File: config.mk
export PLATFORM = sky130hd
export DESIGN_NAME = decode_output_queue_flat
export DESIGN_NICKNAME = d
export VERILOG_FILES = /design/src/rtl/decode_pkg.sv /design/src/rtl/decode_output_queue_if.sv /design/src/rtl/decode_fifo_storage.sv /design/src/rtl/decode_output_queue.sv /design/src/flat_wrapper.sv
export SDC_FILE = /design/constraint.sdc
export NUM_CORES = 1
export LEC_CHECK = 0
export ABC_CLOCK_PERIOD_IN_PS = 71100
export CORE_MARGIN = 3
export CORE_UTILIZATION = 35
export CTS_CLUSTER_DIAMETER = 50
export DETAILED_ROUTE_END_ITERATION = 8
export DONT_BUFFER_PORTS = 1
export GPL_ROUTABILITY_DRIVEN = 0
export PLACE_DENSITY = 0.46
export REMOVE_ABC_BUFFERS = 1
export SKIP_CTS_REPAIR_TIMING = 1
export SYNTH_ARGS = -nofsm -noshare
export SYNTH_HDL_FRONTEND = slang
export SYNTH_SLANG_ARGS = --single-unit
File: constraint.sdc
create_clock -name clock_i -period 71.1 [get_ports clock_i]
set_input_delay 17.775 -clock clock_i [delete_from_list [all_inputs] [get_ports clock_i]]
set_output_delay 17.775 -clock clock_i [all_outputs]
set_load 0.02 [all_outputs]
File: src/rtl/decode_pkg.sv
// Shared widths, functional-unit codes and the packed decoded-instruction record
// used by the decode output queue and its neighbours.
package decode_pkg;

  localparam int OPCODE_SIZE               = 12;
  localparam int ADDRESS_WIDTH             = 64;
  localparam int FUNC_UNIT_CODE_SIZE       = 3;
  localparam int INSTRUCTION_COUNTER_WIDTH = 64;
  localparam int INST_MIN_ID_WIDTH         = 7;
  localparam int PID_SIZE                  = 20;
  localparam int TID_SIZE                  = 16;
  localparam int REG_SIZE                  = 5;
  localparam int REG_ACCESS_PATTERN_SIZE   = 2;

  localparam logic [FUNC_UNIT_CODE_SIZE-1:0] FU_FX     = 3'd0;
  localparam logic [FUNC_UNIT_CODE_SIZE-1:0] FU_FP     = 3'd1;
  localparam logic [FUNC_UNIT_CODE_SIZE-1:0] FU_VX     = 3'd2;
  localparam logic [FUNC_UNIT_CODE_SIZE-1:0] FU_CR     = 3'd3;
  localparam logic [FUNC_UNIT_CODE_SIZE-1:0] FU_LS     = 3'd4;
  localparam logic [FUNC_UNIT_CODE_SIZE-1:0] FU_BRANCH = 3'd6;

  // Field order matches the packing order used on the queue storage word.
  typedef struct packed {
    logic [OPCODE_SIZE-1:0]               opcode;
    logic [ADDRESS_WIDTH-1:0]             instruction_address;
    logic [FUNC_UNIT_CODE_SIZE-1:0]       functional_unit_type;
    logic [INSTRUCTION_COUNTER_WIDTH-1:0] inst_maj_id;
    logic [INST_MIN_ID_WIDTH-1:0]         inst_min_id;
    logic                                 is_64bit;
    logic [PID_SIZE-1:0]                  inst_pid;
    logic [TID_SIZE-1:0]                  inst_tid;
    logic [REG_ACCESS_PATTERN_SIZE-1:0]   op1_rw;
    logic [REG_ACCESS_PATTERN_SIZE-1:0]   op2_rw;
    logic [REG_ACCESS_PATTERN_SIZE-1:0]   op3_rw;
    logic [REG_ACCESS_PATTERN_SIZE-1:0]   op4_rw;
    logic                                 op1_is_reg;
    logic                                 op2_is_reg;
    logic                                 op3_is_reg;
    logic                                 op4_is_reg;
    logic [4*REG_SIZE:0]                  instruction_body;
  } decode_inst_t;

  localparam int DECODE_INST_W = $bits(decode_inst_t);

endpackage

File: src/rtl/decode_output_queue_if.sv
// Decoded-instruction push side, downstream pop side and queue status, bundled
// for the decode output queue.
interface decode_output_queue_if #(
  parameter int DEPTH                   = 8,
  parameter int opcodeSize              = decode_pkg::OPCODE_SIZE,
  parameter int addressWidth            = decode_pkg::ADDRESS_WIDTH,
  parameter int funcUnitCodeSize        = decode_pkg::FUNC_UNIT_CODE_SIZE,
  parameter int instructionCounterWidth = decode_pkg::INSTRUCTION_COUNTER_WIDTH,
  parameter int instMinIdWidth          = decode_pkg::INST_MIN_ID_WIDTH,
  parameter int PidSize                 = decode_pkg::PID_SIZE,
  parameter int TidSize                 = decode_pkg::TID_SIZE,
  parameter int regSize                 = decode_pkg::REG_SIZE,
  parameter int regAccessPatternSize    = decode_pkg::REG_ACCESS_PATTERN_SIZE
);

  logic                               enable_i;
  logic [opcodeSize-1:0]              opcode_i;
  logic [addressWidth-1:0]            instructionAddress_i;
  logic [funcUnitCodeSize-1:0]        functionalUnitType_i;
  logic [instructionCounterWidth-1:0] instMajId_i;
  logic [instMinIdWidth-1:0]          instMinId_i;
  logic                               is64Bit_i;
  logic [PidSize-1:0]                 instPid_i;
  logic [TidSize-1:0]                 instTid_i;
  logic [regAccessPatternSize-1:0]    op1rw_i, op2rw_i, op3rw_i, op4rw_i;
  logic                               op1IsReg_i, op2IsReg_i, op3IsReg_i, op4IsReg_i;
  logic [4*regSize:0]                 instructionBody_i;
  logic                               flush_i;
  logic                               stall_i;

  logic                               stall_o;
  logic                               enable_o;
  logic [opcodeSize-1:0]              opcode_o;
  logic [addressWidth-1:0]            instructionAddress_o;
  logic [funcUnitCodeSize-1:0]        functionalUnitType_o;
  logic [instructionCounterWidth-1:0] instMajId_o;
  logic [instMinIdWidth-1:0]          instMinId_o;
  logic                               is64Bit_o;
  logic [PidSize-1:0]                 instPid_o;
  logic [TidSize-1:0]                 instTid_o;
  logic [regAccessPatternSize-1:0]    op1rw_o, op2rw_o, op3rw_o, op4rw_o;
  logic                               op1IsReg_o, op2IsReg_o, op3IsReg_o, op4IsReg_o;
  logic [4*regSize:0]                 instructionBody_o;
  logic [$clog2(DEPTH):0]             count_o;
  logic                               overflow_o;

  modport slave (
    input  enable_i, opcode_i, instructionAddress_i, functionalUnitType_i, instMajId_i,
           instMinId_i, is64Bit_i, instPid_i, instTid_i, op1rw_i, op2rw_i, op3rw_i,
           op4rw_i, op1IsReg_i, op2IsReg_i, op3IsReg_i, op4IsReg_i, instructionBody_i,
           flush_i, stall_i,
    output stall_o, enable_o, opcode_o, instructionAddress_o, functionalUnitType_o,
           instMajId_o, instMinId_o, is64Bit_o, instPid_o, instTid_o, op1rw_o, op2rw_o,
           op3rw_o, op4rw_o, op1IsReg_o, op2IsReg_o, op3IsReg_o, op4IsReg_o,
           instructionBody_o, count_o, overflow_o
  );

  modport master (
    output enable_i, opcode_i, instructionAddress_i, functionalUnitType_i, instMajId_i,
           instMinId_i, is64Bit_i, instPid_i, instTid_i, op1rw_i, op2rw_i, op3rw_i,
           op4rw_i, op1IsReg_i, op2IsReg_i, op3IsReg_i, op4IsReg_i, instructionBody_i,
           flush_i, stall_i,
    input  stall_o, enable_o, opcode_o, instructionAddress_o, functionalUnitType_o,
           instMajId_o, instMinId_o, is64Bit_o, instPid_o, instTid_o, op1rw_o, op2rw_o,
           op3rw_o, op4rw_o, op1IsReg_o, op2IsReg_o, op3IsReg_o, op4IsReg_o,
           instructionBody_o, count_o, overflow_o
  );

endinterface

File: src/rtl/decode_fifo_storage.sv
// Entry storage for the decode output queue: one synchronous write port and one
// asynchronous read port so the head entry is visible with no added latency.
module decode_fifo_storage #(
  parameter int DEPTH = 8,
  parameter int WIDTH = 8
) (
  input  logic                     clock_i,
  input  logic                     we,
  input  logic [$clog2(DEPTH)-1:0] waddr,
  input  logic [WIDTH-1:0]         wdata,
  input  logic [$clog2(DEPTH)-1:0] raddr,
  output logic [WIDTH-1:0]         rdata
);

  logic [WIDTH-1:0] mem [DEPTH];

  // Contents are meaningless until written; the top level masks empty reads.
  always_ff @(posedge clock_i) begin
    if (we) mem[waddr] <= wdata;
  end

  assign rdata = mem[raddr];

endmodule

File: src/rtl/decode_output_queue.sv
// Show-ahead queue between the format decoders and issue: pointers, occupancy,
// skid back-pressure and sticky overflow live here, entries live in the storage.
module decode_output_queue
  import decode_pkg::*;
#(
  parameter int DEPTH                   = 8,
  parameter int opcodeSize              = OPCODE_SIZE,
  parameter int addressWidth            = ADDRESS_WIDTH,
  parameter int funcUnitCodeSize        = FUNC_UNIT_CODE_SIZE,
  parameter int instructionCounterWidth = INSTRUCTION_COUNTER_WIDTH,
  parameter int instMinIdWidth          = INST_MIN_ID_WIDTH,
  parameter int PidSize                 = PID_SIZE,
  parameter int TidSize                 = TID_SIZE,
  parameter int regSize                 = REG_SIZE,
  parameter int regAccessPatternSize    = REG_ACCESS_PATTERN_SIZE
) (
  input logic                  clock_i,
  input logic                  reset_i,
  decode_output_queue_if.slave q
);

  localparam int AW    = $clog2(DEPTH);
  localparam int CW    = AW + 1;
  localparam int REC_W = opcodeSize + addressWidth + funcUnitCodeSize
                       + instructionCounterWidth + instMinIdWidth + 1 + PidSize + TidSize
                       + 4*regAccessPatternSize + 4 + 4*regSize + 1;

  logic [AW-1:0]    wr_ptr, rd_ptr;
  logic [CW-1:0]    count;
  logic             overflow;
  logic             full, nonempty, push, pop, drop;
  logic [REC_W-1:0] wr_rec, rd_rec, head;

  assign full     = (count == CW'(DEPTH));
  assign nonempty = (count != '0);

  // A full queue still accepts when the head leaves on the same edge.
  assign pop  = nonempty && !q.stall_i && !q.flush_i;
  assign push = q.enable_i && !q.flush_i && (!full || pop);
  assign drop = q.enable_i && !q.flush_i && full && !pop;

  always_ff @(posedge clock_i or posedge reset_i) begin
    if (reset_i) begin
      wr_ptr   <= '0;
      rd_ptr   <= '0;
      count    <= '0;
      overflow <= 1'b0;
    end else begin
      if (drop) overflow <= 1'b1;
      if (q.flush_i) begin
        wr_ptr <= '0;
        rd_ptr <= '0;
        count  <= '0;
      end else begin
        if (push) wr_ptr <= wr_ptr + AW'(1);
        if (pop)  rd_ptr <= rd_ptr + AW'(1);
        if (push && !pop)      count <= count + CW'(1);
        else if (pop && !push) count <= count - CW'(1);
      end
    end
  end

  assign wr_rec = {q.opcode_i, q.instructionAddress_i, q.functionalUnitType_i,
                   q.instMajId_i, q.instMinId_i, q.is64Bit_i, q.instPid_i, q.instTid_i,
                   q.op1rw_i, q.op2rw_i, q.op3rw_i, q.op4rw_i,
                   q.op1IsReg_i, q.op2IsReg_i, q.op3IsReg_i, q.op4IsReg_i,
                   q.instructionBody_i};

  decode_fifo_storage #(
    .DEPTH (DEPTH),
    .WIDTH (REC_W)
  ) u_storage (
    .clock_i (clock_i),
    .we      (push),
    .waddr   (wr_ptr),
    .wdata   (wr_rec),
    .raddr   (rd_ptr),
    .rdata   (rd_rec)
  );

  // Unwritten storage is X; zeroing the empty head keeps X off the outputs.
  assign head = nonempty ? rd_rec : '0;

  assign {q.opcode_o, q.instructionAddress_o, q.functionalUnitType_o,
          q.instMajId_o, q.instMinId_o, q.is64Bit_o, q.instPid_o, q.instTid_o,
          q.op1rw_o, q.op2rw_o, q.op3rw_o, q.op4rw_o,
          q.op1IsReg_o, q.op2IsReg_o, q.op3IsReg_o, q.op4IsReg_o,
          q.instructionBody_o} = head;

  assign q.enable_o   = nonempty;
  assign q.stall_o    = (count >= CW'(DEPTH - 1));
  assign q.count_o    = count;
  assign q.overflow_o = overflow;

endmodule

File: src/flat_wrapper.sv
// flat-port wrapper written by rule: the top's interface ports become plain ports
module decode_output_queue_flat import decode_pkg::*;
#(
  parameter int DEPTH                   = 8,
  parameter int opcodeSize              = OPCODE_SIZE,
  parameter int addressWidth            = ADDRESS_WIDTH,
  parameter int funcUnitCodeSize        = FUNC_UNIT_CODE_SIZE,
  parameter int instructionCounterWidth = INSTRUCTION_COUNTER_WIDTH,
  parameter int instMinIdWidth          = INST_MIN_ID_WIDTH,
  parameter int PidSize                 = PID_SIZE,
  parameter int TidSize                 = TID_SIZE,
  parameter int regSize                 = REG_SIZE,
  parameter int regAccessPatternSize    = REG_ACCESS_PATTERN_SIZE
)
  (clock_i, reset_i, q_enable_i, q_opcode_i, q_instructionAddress_i, q_functionalUnitType_i, q_instMajId_i, q_instMinId_i, q_is64Bit_i, q_instPid_i, q_instTid_i, q_op1rw_i, q_op2rw_i, q_op3rw_i, q_op4rw_i, q_op1IsReg_i, q_op2IsReg_i, q_op3IsReg_i, q_op4IsReg_i, q_instructionBody_i, q_flush_i, q_stall_i, q_stall_o, q_enable_o, q_opcode_o, q_instructionAddress_o, q_functionalUnitType_o, q_instMajId_o, q_instMinId_o, q_is64Bit_o, q_instPid_o, q_instTid_o, q_op1rw_o, q_op2rw_o, q_op3rw_o, q_op4rw_o, q_op1IsReg_o, q_op2IsReg_o, q_op3IsReg_o, q_op4IsReg_o, q_instructionBody_o, q_count_o, q_overflow_o);
  decode_output_queue_if #(.DEPTH(DEPTH), .opcodeSize(opcodeSize), .addressWidth(addressWidth), .funcUnitCodeSize(funcUnitCodeSize), .instructionCounterWidth(instructionCounterWidth), .instMinIdWidth(instMinIdWidth), .PidSize(PidSize), .TidSize(TidSize), .regSize(regSize), .regAccessPatternSize(regAccessPatternSize)) q_i ();
  input logic clock_i;
  input logic reset_i;
  input wire logic [$bits(q_i.enable_i)-1:0] q_enable_i;
  input wire logic [$bits(q_i.opcode_i)-1:0] q_opcode_i;
  input wire logic [$bits(q_i.instructionAddress_i)-1:0] q_instructionAddress_i;
  input wire logic [$bits(q_i.functionalUnitType_i)-1:0] q_functionalUnitType_i;
  input wire logic [$bits(q_i.instMajId_i)-1:0] q_instMajId_i;
  input wire logic [$bits(q_i.instMinId_i)-1:0] q_instMinId_i;
  input wire logic [$bits(q_i.is64Bit_i)-1:0] q_is64Bit_i;
  input wire logic [$bits(q_i.instPid_i)-1:0] q_instPid_i;
  input wire logic [$bits(q_i.instTid_i)-1:0] q_instTid_i;
  input wire logic [$bits(q_i.op1rw_i)-1:0] q_op1rw_i;
  input wire logic [$bits(q_i.op2rw_i)-1:0] q_op2rw_i;
  input wire logic [$bits(q_i.op3rw_i)-1:0] q_op3rw_i;
  input wire logic [$bits(q_i.op4rw_i)-1:0] q_op4rw_i;
  input wire logic [$bits(q_i.op1IsReg_i)-1:0] q_op1IsReg_i;
  input wire logic [$bits(q_i.op2IsReg_i)-1:0] q_op2IsReg_i;
  input wire logic [$bits(q_i.op3IsReg_i)-1:0] q_op3IsReg_i;
  input wire logic [$bits(q_i.op4IsReg_i)-1:0] q_op4IsReg_i;
  input wire logic [$bits(q_i.instructionBody_i)-1:0] q_instructionBody_i;
  input wire logic [$bits(q_i.flush_i)-1:0] q_flush_i;
  input wire logic [$bits(q_i.stall_i)-1:0] q_stall_i;
  output wire logic [$bits(q_i.stall_o)-1:0] q_stall_o;
  output wire logic [$bits(q_i.enable_o)-1:0] q_enable_o;
  output wire logic [$bits(q_i.opcode_o)-1:0] q_opcode_o;
  output wire logic [$bits(q_i.instructionAddress_o)-1:0] q_instructionAddress_o;
  output wire logic [$bits(q_i.functionalUnitType_o)-1:0] q_functionalUnitType_o;
  output wire logic [$bits(q_i.instMajId_o)-1:0] q_instMajId_o;
  output wire logic [$bits(q_i.instMinId_o)-1:0] q_instMinId_o;
  output wire logic [$bits(q_i.is64Bit_o)-1:0] q_is64Bit_o;
  output wire logic [$bits(q_i.instPid_o)-1:0] q_instPid_o;
  output wire logic [$bits(q_i.instTid_o)-1:0] q_instTid_o;
  output wire logic [$bits(q_i.op1rw_o)-1:0] q_op1rw_o;
  output wire logic [$bits(q_i.op2rw_o)-1:0] q_op2rw_o;
  output wire logic [$bits(q_i.op3rw_o)-1:0] q_op3rw_o;
  output wire logic [$bits(q_i.op4rw_o)-1:0] q_op4rw_o;
  output wire logic [$bits(q_i.op1IsReg_o)-1:0] q_op1IsReg_o;
  output wire logic [$bits(q_i.op2IsReg_o)-1:0] q_op2IsReg_o;
  output wire logic [$bits(q_i.op3IsReg_o)-1:0] q_op3IsReg_o;
  output wire logic [$bits(q_i.op4IsReg_o)-1:0] q_op4IsReg_o;
  output wire logic [$bits(q_i.instructionBody_o)-1:0] q_instructionBody_o;
  output wire logic [$bits(q_i.count_o)-1:0] q_count_o;
  output wire logic [$bits(q_i.overflow_o)-1:0] q_overflow_o;
  assign q_i.enable_i = q_enable_i;
  assign q_i.opcode_i = q_opcode_i;
  assign q_i.instructionAddress_i = q_instructionAddress_i;
  assign q_i.functionalUnitType_i = q_functionalUnitType_i;
  assign q_i.instMajId_i = q_instMajId_i;
  assign q_i.instMinId_i = q_instMinId_i;
  assign q_i.is64Bit_i = q_is64Bit_i;
  assign q_i.instPid_i = q_instPid_i;
  assign q_i.instTid_i = q_instTid_i;
  assign q_i.op1rw_i = q_op1rw_i;
  assign q_i.op2rw_i = q_op2rw_i;
  assign q_i.op3rw_i = q_op3rw_i;
  assign q_i.op4rw_i = q_op4rw_i;
  assign q_i.op1IsReg_i = q_op1IsReg_i;
  assign q_i.op2IsReg_i = q_op2IsReg_i;
  assign q_i.op3IsReg_i = q_op3IsReg_i;
  assign q_i.op4IsReg_i = q_op4IsReg_i;
  assign q_i.instructionBody_i = q_instructionBody_i;
  assign q_i.flush_i = q_flush_i;
  assign q_i.stall_i = q_stall_i;
  assign q_stall_o = q_i.stall_o;
  assign q_enable_o = q_i.enable_o;
  assign q_opcode_o = q_i.opcode_o;
  assign q_instructionAddress_o = q_i.instructionAddress_o;
  assign q_functionalUnitType_o = q_i.functionalUnitType_o;
  assign q_instMajId_o = q_i.instMajId_o;
  assign q_instMinId_o = q_i.instMinId_o;
  assign q_is64Bit_o = q_i.is64Bit_o;
  assign q_instPid_o = q_i.instPid_o;
  assign q_instTid_o = q_i.instTid_o;
  assign q_op1rw_o = q_i.op1rw_o;
  assign q_op2rw_o = q_i.op2rw_o;
  assign q_op3rw_o = q_i.op3rw_o;
  assign q_op4rw_o = q_i.op4rw_o;
  assign q_op1IsReg_o = q_i.op1IsReg_o;
  assign q_op2IsReg_o = q_i.op2IsReg_o;
  assign q_op3IsReg_o = q_i.op3IsReg_o;
  assign q_op4IsReg_o = q_i.op4IsReg_o;
  assign q_instructionBody_o = q_i.instructionBody_o;
  assign q_count_o = q_i.count_o;
  assign q_overflow_o = q_i.overflow_o;
  decode_output_queue #(.DEPTH(DEPTH), .opcodeSize(opcodeSize), .addressWidth(addressWidth), .funcUnitCodeSize(funcUnitCodeSize), .instructionCounterWidth(instructionCounterWidth), .instMinIdWidth(instMinIdWidth), .PidSize(PidSize), .TidSize(TidSize), .regSize(regSize), .regAccessPatternSize(regAccessPatternSize)) u_core (.clock_i(clock_i), .reset_i(reset_i), .q(q_i));
endmodule
After elaboration in Yosys (flattened, before gate mapping)

Memories as Yosys holds them, arrays and structs flattened.
Index checks and enable logic that the tools add are counted.

Eq/ne operators: 1
Reduce and logical (&&, ||, !) cells: 18
Add/subtract/negate cells: 4
Mux-type cells: 10
$lt $le $gt $ge: 1

Operators with widths:

| kind                  | count |
|---|---|
| $mux W220             | 1 |
| $mux W3               | 4 |
| $mux W4               | 3 |
| $logic_and A1 B1 Y1   | 8 |
| $add A3 B1 Y3 const B | 2 |
| $logic_not A1 Y1      | 5 |
| $add A4 B1 Y4 const B | 1 |
| $eq A4 B4 Y1 const B  | 1 |
| $ge A4 B3 Y1 const B  | 1 |
| $reduce_bool A2 Y1    | 2 |
| $reduce_bool A4 Y1    | 1 |
| $sub A4 B1 Y4 const B | 1 |
| $reduce_bool A3 Y1    | 1 |
| $mux W1               | 2 |
| $logic_or A1 B1 Y1    | 1 |

Bits in writable memories: 1760
Logic and storage cells: 39
Flip-flop bits (word level): 11
Input bits: 225
Output and inout port bits: 227
Memories kept: 1

Memories:

| memory               | words | width | read ports | clocked after Yosys merged registers in | write ports | RTL line                  | text |
|---|---|---|---|---|---|---|---|
| u_core.u_storage.mem | 8     | 220   | 1          | 0                                       | 1           | decode_fifo_storage.sv:15 | `logic [WIDTH-1:0] mem [DEPTH];` |

Logic depth before layout (Yosys ltp)

Gate-level depths: netlist (run 1).

Word-level depth: 10
Mapped depth: 9
Gate-level depth less buffers: 8

Modules after synthesis

From an unflattened synthesis (run 1), not the netlist that was laid out.

Cells, all modules: 2878
Area total of the unflattened synthesis: 69648.0 um2

By module, submodules not included:

| module              | sequential area each (um2) | cells an instance | area each (um2) | times used |
|---|---|---|---|---|
| decode_fifo_storage | 52850.7                    | 2555              | 67383.4         | 1 |
| decode_output_queue | 275.3                      | 323               | 2264.7          | 1 |

Least setup slack after synthesis (run 1)

No wires, ideal clock.

Path type: input-to-reg
Start point: in q_stall_i
End point: mem u_core.u_storage.mem[0][0] (netlist name), enable pin
Arrival time: 39.260 ns
Buffers on the path: 1
Required time: 69.762 ns
Slack: 30.502 ns
Stages: 5
Library setup time: 1.338 ns
Cell sequence: clkbuf_1 -> o21ai_0 -> nor2_1 -> or2_2 -> nor4_1

Word-level cells in the longest chain between the ends: 7

RTL lines:

| element                           | RTL line                  | text |
|---|---|---|
| start, declared                   | flat_wrapper.sv:38        | `input wire logic [$bits(q_i.stall_i)-1:0] q_stall_i;` |
| $logic_not A1 Y1                  | decode_output_queue.sv:38 | `assign pop = nonempty && !q.stall_i && !q.flush_i;` |
| $logic_and A1 B1 Y1 (2 in series) | decode_output_queue.sv:38 |  |
| $logic_or A1 B1 Y1                | decode_output_queue.sv:39 | `assign push = q.enable_i && !q.flush_i && (!full \|\| pop);` |
| $logic_and A1 B1 Y1               | decode_output_queue.sv:39 |  |
| $mux W1                           | decode_fifo_storage.sv:19 | `if (we) mem[waddr] <= wdata;` |
| $mux W1 (not written as such)     | decode_fifo_storage.sv:19 |  |
| end, declared                     | decode_fifo_storage.sv:15 |  |

Every way passes these cells.

Worst setup path after layout (run 1)

Start point: reg u_core.rd_ptr[0]
End point: out q_instTid_o[3]

Word-level cells in the longest chain between the ends: 2

RTL lines:

| element                | RTL line                  | text |
|---|---|---|
| start, declared        | decode_output_queue.sv:28 | `logic [AW-1:0] wr_ptr, rd_ptr;` |
| start signal, assigned | decode_output_queue.sv:56 | `if (pop) rd_ptr <= rd_ptr + AW'(1);` |
| $mem_v2 Z8 W220        | -                         |  |
| $mux W220              | decode_output_queue.sv:82 | `assign head = nonempty ? rd_rec : '0;` |
| end, declared          | flat_wrapper.sv:48        | `output wire logic [$bits(q_i.instTid_o)-1:0] q_instTid_o;` |

Every way passes these cells.

==> impl_results.md, run 1 <==
* Initial DRT Pass Iterations at 5
* Crit path launch type: register
* Post-Route WL at 163000 um
* Reg2Reg Depth at 6
* RSZ-0062 raised after global routing: false
* Core Box Area at 0.191 mm^2
* Netlist cell types at 39
* Non-filler cells, final at 5677
* Setup Skew at 25.3 ps
* Max transition margin at 0.198
* Power Dens Cells at 37.1 mW/mm^2
* Layout cell share with drive strength beyond 1 at 0.259
* Count of final max-slew check failures at 0
* Master of the slowest instance on the critical path: buf_4
* Tmin final at 23010 ps
* Clock Tree Root: clkbuf_16
* Clk_lat worst skew at 820 ps
* Vias in the first global route at 32024
* Initial antenna violation count at 3
* Worst hold path depth at 2
* FF-to-FF End: u_core.u_storage.mem[7][117]$_DFFE_PP_
* Max Fanout on Critical Path at 48
* CP Capture Type: output port
* Number of buffers added on ports at 0
* Hpwl dp at 87800 um
* Post-synthesis register bit count at 1771
* Aggregate global routing overflow at 0
* Yosys Warn Count at 0
* Worst path bufs/invs at 3
* Top delay family on crit path: buffers and inverters
* Vias post-DR at 29360
* First-pass GRT wire length at 233000 um
* Setup Viol. Count Final at 0
* Cell area after placement at 0.0703 mm^2
* Critical R2R Launch: u_core.q.count_o[1]$_DFFE_PP0P_
* H-tree depth at 4
* Design Area, Final at 0.0769 mm^2
* Max Cap Viol at 0
* Critical Path RT at 53320 ps
* Min-Delay Endpoint: u_core.wr_ptr[2]$_DFFE_PP0P_
* Asr flop ratio synth at 0.00621
* CP dominant cell by count: buf_4
* Worst Hold Class: register to register
* Setup TNS at 0 ps
* DIE WIDTH at 444 um
* Worst-Margin Slew at 1200 ps
* Final ANT Viol Nets at 0
* Main synth FF type: edfxtp_1
* Cell breakdown of the critical path: buf_4, buf_4, buf_4, mux4_2, mux2i_1, nor2_1
* Hold Path Origin: u_core.wr_ptr[2]$_DFFE_PP0P_
* Post-Syn Instances at 2882
* Peak supply drop at 40.0 uV
* Clock slew at reported path FFs at 50 ps
* FMAX at 43.5 MHz
* Initial Util at 0.353
* Register area share after synthesis at 0.790
* Largest stage delay on the critical path at 910 ps
* Die ar. at 0.197 mm^2
* WP data arrival at 5230 ps
* Tcrit/Tclk final at 0.324
* Post-Syn Area at 0.0672 mm^2
* Row count at 160
* Placed Cells at 5305
* Gr usage total at 0.164
* Final Hold Vio Count at 0
* CTS sink count at 1771
* DRC Markers at 0
* DR iter-0 viols at 1810
* Final Core Density at 0.404
* Status: finished clean
* Mean Syn Cell Area at 23.3 um^2
* Total CTS buffers at 201
* Leakage power at 0.0230 uW
* Critical path depth at 6
* I/O pins at 452
* Routed length per instance at 28.7 um
* Area Overhead vs Synth at 14.4%
* Largest net degree at the start of global routing at 115
* Die Ht at 444 um
* Flop2flop setup slack at 66400 ps
* DR vias/cell at 5.17
* Layout net count at 3227
* Post-synth EDFFs at 1760
* Crit Path Class: register to output port
* Clk buf depth at 3
* CTS tree: yes
worst max-delay path by stage:
| stage | start | to | slack, ps |
|---|---|---|---|
| 3_3_place_gp | u_core.rd_ptr[0]$_DFFE_PP0P_ | q_instTid_o[3] | 48700 |
| 4_1_cts | u_core.rd_ptr[0]$_DFFE_PP0P_ | q_instTid_o[3] | 47660 |
| 6_report | u_core.rd_ptr[0]$_DFFE_PP0P_ | q_instTid_o[3] | 48090 |
| 3_5_place_dp | u_core.rd_ptr[0]$_DFFE_PP0P_ | q_instTid_o[3] | 48610 |
| 5_1_grt | u_core.rd_ptr[0]$_DFFE_PP0P_ | q_instTid_o[3] | 47490 |
| 2_1_floorplan | q_flush_i | u_core.u_storage.mem[0][0]$_DFFE_PP_ | 30670 |
kinds of logic after synthesis:
group                      Yosys count  share of synthesized area
adders and majority gates            5                    0.00104
muxes                              662                      0.180
DFF                               1771                      0.790
buffers and inverters              160                     0.0102
and+or+nand+nor                    261                     0.0154
AOI/OAI and AO/OA                   18                    0.00207
xor gates and xnor gates             5                   0.000651
state kept, by name, summed over array words and instances (netlist names):
signal and count:
u_core.u_storage.mem 1760, u_core.q.count_o 4, u_core.rd_ptr 3, u_core.wr_ptr 3
u_core.q.overflow_o 1
power breakdown:
group          switching [uW]  internal [uW]  total (uW)
clock network             411            601        1010
logic                     420            218         639
registers                20.4           1180        1200
metal layers:
| metal | vias to the layer above | GRT usage | part of all wire |
|---|---|---|---|
| li1 | 12357 | - | - |
| met3 | 247 | 0.0423 | 0.056 |
| met4 | 0 | 0.0517 | 0.028 |
| met5 | - | 0 | 0 |
| met2 | 691 | 0.288 | 0.52 |
| met1 | 16065 | 0.199 | 0.40 |
cell usage after synthesis (2+ instances only):
master,number,area share
a21oi_1,3,0.00022
buf_1,32,0.0018
buf_2,62,0.0046
clkbuf_1,58,0.0032
dfrtp_1,11,0.0041
edfxtp_1,1760,0.79
ha_1,4,0.00074
inv_1,7,0.00039
mux2i_1,222,0.033
mux4_2,440,0.15
nand2_1,8,0.00045
nand3_1,2,0.00015
nand4_1,2,0.00019
nor2_1,233,0.013
nor2b_1,3,0.00028
nor3_1,3,0.00022
nor4_1,2,0.00019
o21ai_0,6,0.00045
xnor2_1,3,0.00039
xor2_1,2,0.00026
area by class of cell:
cell class | instances | area (um^2)
clock buffer | 244 | 5280
sequential | 1771 | 53100
timing repair buffer | 65 | 551
antenna | 3 | 7.51
multi-input combinational | 951 | 13500
inverter | 7 | 26.3
clock inverter | 125 | 1320
fill | 16584 | 114000
tap | 2511 | 3140
metrics by stage:
| step | power (uW) | worst slack [ps] | hold WS (ps) |
|---|---|---|---|
| 2_1_floorplan | 1970 | 30670 | 512 |
| 3_3_place_gp | 1880 | 48700 | 555 |
| 3_5_place_dp | 1890 | 48610 | 590 |
| 4_1_cts | 2910 | 47660 | 608 |
| 5_1_grt | 2980 | 47490 | 658 |
| 6_report | 2860 | 48090 | 609 |
worst reg2reg max path, cell delays in order, from the launching register on:
cell     delay [ps]
dfrtp_1         660
or3_1           310
o21ai_0         390
nor2_4          660
buf_4           630
buf_4           790
buf_4           810
cells in the final DEF, fill, tap and decap left out, types with 4 or more instances in the layout:
cell,synthesis,routed
bufinv_16,0,19
mux2i_1,222,222
clkinv_4,0,4
inv_1,7,7
edfxtp_1,1760,1760
ha_1,4,4
nand2_1,8,8
clkinv_2,0,30
clkinv_1,0,34
nor2_1,233,229
buf_4,0,60
nor2_4,0,4
mux4_2,440,440
clkinv_8,0,4
clkbuf_1,58,39
o21ai_0,6,6
inv_8,0,5
clkbuf_16,0,205
inv_6,0,12
clkinvlp_4,0,12
dfrtp_1,11,8
buf_12,0,5
Note: power is estimated with default switching activity, not from simulation.
==> run 2: changes to the inputs <==
--- a/config.mk
+++ b/config.mk
@@ -5,14 +5,14 @@
 export SDC_FILE = /design/constraint.sdc
 export NUM_CORES = 1
 export LEC_CHECK = 0
-export ABC_CLOCK_PERIOD_IN_PS = 71100
+export ABC_CLOCK_PERIOD_IN_PS = 20400
 export CORE_MARGIN = 3
 export CORE_UTILIZATION = 35
 export CTS_CLUSTER_DIAMETER = 50
 export DETAILED_ROUTE_END_ITERATION = 8
 export DONT_BUFFER_PORTS = 1
 export GPL_ROUTABILITY_DRIVEN = 0
-export PLACE_DENSITY = 0.46
+export PLACE_DENSITY = 0.48
 export REMOVE_ABC_BUFFERS = 1
 export SKIP_CTS_REPAIR_TIMING = 1
 export SYNTH_ARGS = -nofsm -noshare
==> constraint.sdc (replaced) <==
create_clock -name clock_i -period 20.4 [get_ports clock_i]
set_input_delay 5.1 -clock clock_i [delete_from_list [all_inputs] [get_ports clock_i]]
set_output_delay 5.1 -clock clock_i [all_outputs]
set_load 0.02 [all_outputs]
==> run 2 against run 1 <==
Net effect:
- die area unchanged
- setup slack lost 38000 ps
- final area is 0.50% lower
- hold slack improved by 1.6 ps
- utilization shrank 0.20 points
- critical path depth unchanged
- non-clock buffer count up 1
- final cell count shrank 0.18%
- wire length is 3.3% lower
- critical endpoint unchanged
- largest cell class unchanged
==> impl_results.md, run 2 (synthesized netlist as in run 1, its figures left out) <==
* Status: finished clean
* Vias in the first global route at 31985 (-0.12%)
* Number of buffers added on ports at 0 (unchanged)
* Final ANT Viol Nets at 0 (unchanged)
* Total CTS buffers at 197 (-2.0%)
* Most frequent cells in the layout: edfxtp_1 (1760), mux4_2 (440), nor2_1 (229)
* Die ar. at 0.197 mm^2 (unchanged)
* Clock slew at reported path FFs at 60 ps (about the same)
* Net Sw Frac at 0.300 (+0.00189)
* Hold Path Origin: u_core.wr_ptr[2]$_DFFE_PP0P_
* DR iter-0 viols at 1991 (+10%)
* # fillers at 16703 (+0.72%)
* Initial DRT Pass Iterations at 5 (unchanged)
* Master of the slowest instance on the critical path: dfrtp_4
* Cell area after placement at 0.0704 mm^2 (about the same)
* Layout net count at 3224 (-0.093%)
* First-pass GRT wire length at 228000 um (-2.0%)
* CTS tree: yes
* DRC Markers at 0 (unchanged)
* Crit path launch type: register
* Min-Delay Endpoint: u_core.wr_ptr[2]$_DFFE_PP0P_
* FMAX at 97.7 MHz
* Worst-Margin Slew at 1150 ps (-56.4 ps)
* Peak supply drop at 113 uV (+180%)
* Placed Cells at 5306 (+0.019%)
* DR vias/cell at 5.15 (-0.35%)
* Max Cap Viol at 0 (unchanged)
* Final Hold Vio Count at 0 (unchanged)
* P_sw at 2930 uW (+240%)
* Die Ht at 444 um (unchanged)
* FF-to-FF End: u_core.u_storage.mem[6][25]$_DFFE_PP_
* Multi-input gate area at 0.0135 mm^2 (unchanged)
* Largest stage delay on the critical path at 870 ps (-40 ps)
* Count of final max-slew check failures at 0 (unchanged)
* Final Core Density at 0.402 (-0.00201)
* Flop2flop setup slack at 15570 ps (-50830 ps)
* Aggregate global routing overflow at 0 (unchanged)
* Critical Path RT at 15300 ps (-38020 ps)
* Hpwl dp at 86000 um (-2.1%)
* Power Dens Cells at 127 mW/mm^2 (+240%)
* RSZ-0062 raised after global routing: false
* Initial Util at 0.353 (unchanged)
* Largest Register: u_core.u_storage.mem
* CP Capture Type: output port
* Power share of the combinational group at 0.227 (+0.003)
* Row count at 160 (unchanged)
* Critical R2R Launch: u_core.q.count_o[0]$_DFFE_PP0P_
* Clock share of power at 0.343 (-0.011)
* Setup Skew at 25.0 ps (-0.272 ps)
* Register area at 0.0531 mm^2 (unchanged)
* CP dominant cell by count: buf_4
* Tcrit/Tclk final at 0.502
* Vias post-DR at 29206 (-0.52%)
* Max transition margin at 0.236 (+0.0376)
* Worst hold path depth at 2 (unchanged)
* Layout cell share with drive strength beyond 1 at 0.254 (-0.00497)
* Largest net degree at the start of global routing at 148 (+29%)
* Design Area, Final at 0.0766 mm^2 (-0.50%)
* Leakage power at 0.0228 uW (-0.85%)
* I/O pins at 452 (unchanged)
* Area Overhead vs Synth at 13.9%
* Worst Hold Class: register to register
* WP data arrival at 5140 ps (-90 ps)
* Setup Viol. Count Final at 0 (unchanged)
* H-tree depth at 4 (unchanged)
* Crit Path Class: register to output port
* Core Box Area at 0.191 mm^2 (unchanged)
* Clk_lat worst skew at 820 ps (about the same)
* Cell breakdown of the critical path: buf_12, buf_4, buf_4, mux4_2, mux2i_1, nor2_1
* Clock Tree Root: clkbuf_16
* DIE WIDTH at 444 um (unchanged)
* Post-Route WL at 158000 um (-3.3%)
* Initial antenna violation count at 2 (-1)
* Tmin final at 10240 ps
* Clk buf depth at 3 (unchanged)
* Non-filler cells, final at 5667 (-0.18%)
* Gr usage total at 0.159 (-0.00506)
* Most common cell after layout, fill and taps aside: edfxtp_1
* Reg2Reg Depth at 6 (unchanged)
* Int Power at 6820 uW (+240%)
* Routed length per instance at 27.8 um (-3.2%)
* Fin worst setup slack at 10160 ps (-37930 ps)
* Max Fanout on Critical Path at 94 (+96%)
* CTS sink count at 1771 (unchanged)
* Max reg flops at 1760 (unchanged)
* Place WS at 10710 ps (-37900 ps)
* Reg power frac at 0.430 (+0.008)
-- run 2: changes by cell type in the layout (fill, tap and decap cells not counted), moves of 2 or more --
cell | before | now
bufinv_16 | 19 | 10
clkinv_8 | 4 | 6
inv_6 | 12 | 9
clkinv_1 | 34 | 39
clkbuf_1 | 39 | 43
clkinv_4 | 4 | 7
clkbuf_16 | 205 | 199
inv_8 | 5 | 0
clkinv_2 | 30 | 28
-- run 2: cell type report --
cell class                 count  area share
inverter                       7    0.000343
sequential                  1771       0.694
clock inverter               117      0.0138
tap                         2511      0.0410
clock buffer                 242      0.0672
timing repair buffer          66     0.00745
multi-input combinational    951       0.176
antenna                        2   0.0000654
-- run 2: how the worst max path moves through the flow --
stage | from | end | slack (ps)
after floorplan | q_flush_i | u_core.u_storage.mem[0][0]$_DFFE_PP_ | -7360
after global placement | u_core.rd_ptr[0]$_DFFE_PP0P_ | q_instTid_o[3] | 10770
after global routing | u_core.rd_ptr[0]$_DFFE_PP0P_ | q_instTid_o[3] | 9540
after CTS | u_core.rd_ptr[0]$_DFFE_PP0P_ | q_instTid_o[3] | 9780
after detailed placement | u_core.rd_ptr[0]$_DFFE_PP0P_ | q_instTid_o[3] | 10710
final | u_core.rd_ptr[0]$_DFFE_PP0P_ | q_instTid_o[3] | 10160
-- run 2: worst max-delay path: cells and delay by family, from the launching register on --
kind,cells,cell delay [ps]
mux,2,940
flops,1,870
simple gates,1,200
buf+inv,3,2070
-- run 2: metrics by stage --
stage	total power, uW	TNS, ps	hold WS, ps
CTS	9930	0	598
floorplan	6880	-4391280	512
global placement	6540	0	547
global route	10200	0	664
detailed placement	6570	0	590
finish	9750	0	611
-- run 2: power by group through the flow --
stage / clock, uW / sequential [uW] / combinational [uW]
after floorplan: 0 / 4520 / 2360
after global placement: 0 / 4260 / 2280
after detailed placement: 0 / 4270 / 2290
after CTS: 3430 / 4200 / 2300
after global routing: 3600 / 4210 / 2380
final: 3340 / 4200 / 2210
-- run 2: routing by layer --
metal	vias to the layer above	track usage	part of all wire
met3	201	0.0437	0.063
li1	12338	-	-
met4	0	0.0448	0.023
met5	-	0	0
met2	680	0.277	0.52
met1	15987	0.195	0.40
==> run 3: changes to the inputs <==
--- a/config.mk
+++ b/config.mk
@@ -5,14 +5,14 @@
 export SDC_FILE = /design/constraint.sdc
 export NUM_CORES = 1
 export LEC_CHECK = 0
-export ABC_CLOCK_PERIOD_IN_PS = 20400
+export ABC_CLOCK_PERIOD_IN_PS = 9700
 export CORE_MARGIN = 3
 export CORE_UTILIZATION = 35
 export CTS_CLUSTER_DIAMETER = 50
 export DETAILED_ROUTE_END_ITERATION = 8
 export DONT_BUFFER_PORTS = 1
 export GPL_ROUTABILITY_DRIVEN = 0
-export PLACE_DENSITY = 0.48
+export PLACE_DENSITY = 0.46
 export REMOVE_ABC_BUFFERS = 1
 export SKIP_CTS_REPAIR_TIMING = 1
 export SYNTH_ARGS = -nofsm -noshare
==> constraint.sdc (replaced) <==
create_clock -name clock_i -period 9.7 [get_ports clock_i]
set_input_delay 2.425 -clock clock_i [delete_from_list [all_inputs] [get_ports clock_i]]
set_output_delay 2.425 -clock clock_i [all_outputs]
set_load 0.02 [all_outputs]
==> run 3 against run 2 <==
Net effect:
- first-iteration DRC count down 10%
- count of clock-buffer cells in the layout up 4
- clock skew grew 10 ps
- final area rose by 0.50%
- global-route usage up 0.14 points
- critical path type unchanged
==> impl_results.md, run 3 (synthesized netlist as in run 1, its figures left out) <==
* RSZ-0062 raised after global routing: false
* Met1 wire length at 63300 um (+1.3%)
* Net Sw Frac at 0.298 (-0.00227)
* Layout net count at 3208 (-0.50%)
* Post-Route WL at 159000 um (+1.0%)
* # fillers at 16577 (-0.75%)
* CTS tree: yes
* Aggregate global routing overflow at 0 (unchanged)
* DR vias/cell at 5.14 (-0.17%)
* Initial Util at 0.353 (unchanged)
* CP Capture Type: output port
* DIE WIDTH at 444 um (unchanged)
* Worst Hold Class: register to register
* Crit path launch type: register
* Max Cap Viol at 0 (unchanged)
* Tmin final at 6420 ps
* Largest net degree at the start of global routing at 143 (-3.4%)
* Clock share of power at 0.350 (+0.007)
* Hpwl dp at 82800 um (-3.7%)
* Final Hold Vio Count at 0 (unchanged)
* CTS sink count at 1771 (unchanged)
* Worst-Margin Slew at 1110 ps (-38.4 ps)
* Initial DRT Pass Iterations at 5 (unchanged)
* Largest Register: u_core.u_storage.mem
* Peak supply drop at 169 uV (+50%)
* P_sw at 6170 uW (+110%)
* Power share of the combinational group at 0.223 (-0.004)
* Int Power at 14500 uW (+110%)
* Clk_lat worst skew at 820 ps (about the same)
* Non-filler cells, final at 5650 (-0.30%)
* Vias post-DR at 29069 (-0.47%)
* FMAX at 156 MHz
* Placed Cells at 5287 (-0.36%)
* Worst hold path depth at 2 (unchanged)
* I/O pins at 452 (unchanged)
* Final ANT Viol Nets at 0 (unchanged)
* Flop2flop setup slack at 6060 ps (-9510 ps)
* H-tree depth at 4 (unchanged)
* Setup Viol. Count Final at 0 (unchanged)
* ANT cells at 0 (-2)
* Power Dens Cells at 269 mW/mm^2 (+110%)
* Gr usage total at 0.161 (+0.00142)
* Status: finished clean
* Routed length per instance at 28.2 um (+1.3%)
* Vias in the first global route at 31635 (-1.1%)
* Metal2 WL at 83200 um (+1.9%)
* Die Ht at 444 um (unchanged)
* Die ar. at 0.197 mm^2 (unchanged)
* Critical Path RT at 7280 ps (-8020 ps)
* Initial antenna violation count at 0 (-2)
* Max transition margin at 0.261 (+0.0256)
* Critical R2R Launch: u_core.q.count_o[1]$_DFFE_PP0P_
* Overall power at 20700 uW (+110%)
* Crit Path Class: register to output port
* Area Overhead vs Synth at 14.4%
* Layout cell share with drive strength beyond 1 at 0.250 (-0.00388)
* Tcrit/Tclk final at 0.662
* Hold slack at 590 ps (-20.6 ps)
* Cell breakdown of the critical path: buf_12, buf_4, mux4_2, mux2i_1, nor2_1
* Worst path bufs/invs at 2 (-1)
* Leakage power at 0.0229 uW (+0.37%)
* Final Core Density at 0.404 (+0.00200)
* WL met3 at 8920 um (-9.6%)
* Most common cell after layout, fill and taps aside: edfxtp_1
* Master of the slowest instance on the critical path: dfrtp_4
* Core Box Area at 0.191 mm^2 (unchanged)
* Min-Delay Endpoint: u_core.wr_ptr[2]$_DFFE_PP0P_
* Crit path from: u_core.rd_ptr[1]$_DFFE_PP0P_
* Total CTS buffers at 200 (+1.5%)
* Reg2Reg Depth at 6 (unchanged)
* Highest metal used: met4
* DRC Markers at 0 (unchanged)
* Row count at 160 (unchanged)
* FF-to-FF End: u_core.u_storage.mem[0][85]$_DFFE_PP_
* WP data arrival at 4000 ps (-1140 ps)
* Setup Skew at 35.2 ps (+10.2 ps)
* Number of buffers added on ports at 0 (unchanged)
* Setup TNS at 0 ps (unchanged)
* Max reg flops at 1760 (unchanged)
* Hold Path Origin: u_core.wr_ptr[2]$_DFFE_PP0P_
* Clk buf depth at 3 (unchanged)
* Top delay family on crit path: flip-flops
* Most frequent cells in the layout: edfxtp_1 (1760), mux4_2 (440), nor2_1 (229)
* Reg power frac at 0.427 (-0.003)
* DR iter-0 viols at 1785 (-10%)
* Max Fanout on Critical Path at 131 (+39%)
* Count of final max-slew check failures at 0 (unchanged)
* First-pass GRT wire length at 229000 um (+0.27%)
* Largest stage delay on the critical path at 1120 ps (+250 ps)
* Clock slew at reported path FFs at 60 ps (about the same)
* Clock Tree Root: clkbuf_16
-- run 3: cell count changes in the layout (fill, tap and decap cells not counted), sizes merged --
cell,change
clkbuf,+4
bufinv,+4
inv,-1
buf,-19
diode,-2
clkinvlp,-3
-- run 3: how the worst max path moves through the flow --
stage                                                       to  cells after the start  slack (ps)
after floorplan           u_core.u_storage.mem[0][0]$_DFFE_PP_                      4      -15380
after detailed placement            q_instructionAddress_o[53]                      4        4040
final                               q_instructionAddress_o[20]                      5        3280
after global placement              q_instructionAddress_o[53]                      4        4090
after global routing                q_instructionAddress_o[53]                      4        3000
after CTS                           q_instructionAddress_o[53]                      4        3070
-- run 3: metrics by stage --
stage | instance area, um^2 | worst slack [ps]
6_report | 76900 | 3280
5_1_grt | 76900 | 3000
4_1_cts | 76900 | 3070
3_5_place_dp | 70500 | 4040
3_3_place_gp | 70500 | 4090
2_1_floorplan | 66600 | -15380
-- run 3: layer usage --
| metal | GRT usage | vias up |
|---|---|---|
| li1 | - | 12311 |
| met1 | 0.195 | 15853 |
| met2 | 0.283 | 661 |
| met3 | 0.0411 | 244 |
| met4 | 0.0470 | 0 |
| met5 | 0 | - |
-- run 3: cell type report --
| class | instances | area, um^2 | area share |
|---|---|---|---|
| clock buffers | 246 | 5230 | 0.0680 |
| clock inverters | 117 | 1240 | 0.0162 |
| well taps | 2511 | 3140 | 0.0408 |
| inverters | 7 | 26.3 | 0.000342 |
| flip-flops and latches | 1771 | 53100 | 0.691 |
| repair buffers | 47 | 678 | 0.00881 |
| multi-input cells | 951 | 13500 | 0.175 |
-- run 3: worst register-to-register path, delay by kind of cell (launching register included) --
family	cells	cell delay (ps)
buf+inv	2	1540
simple gates	4	1020
flops	1	650
-- run 3: power groups by stage --
stage	combinational (uW)	clock [uW]	sequential, uW
floorplan	4020	0	9390
global placement	4760	0	8990
detailed placement	4810	0	9010
CTS	4810	7490	8850
global route	4990	7810	8870
finish	4610	7260	8850
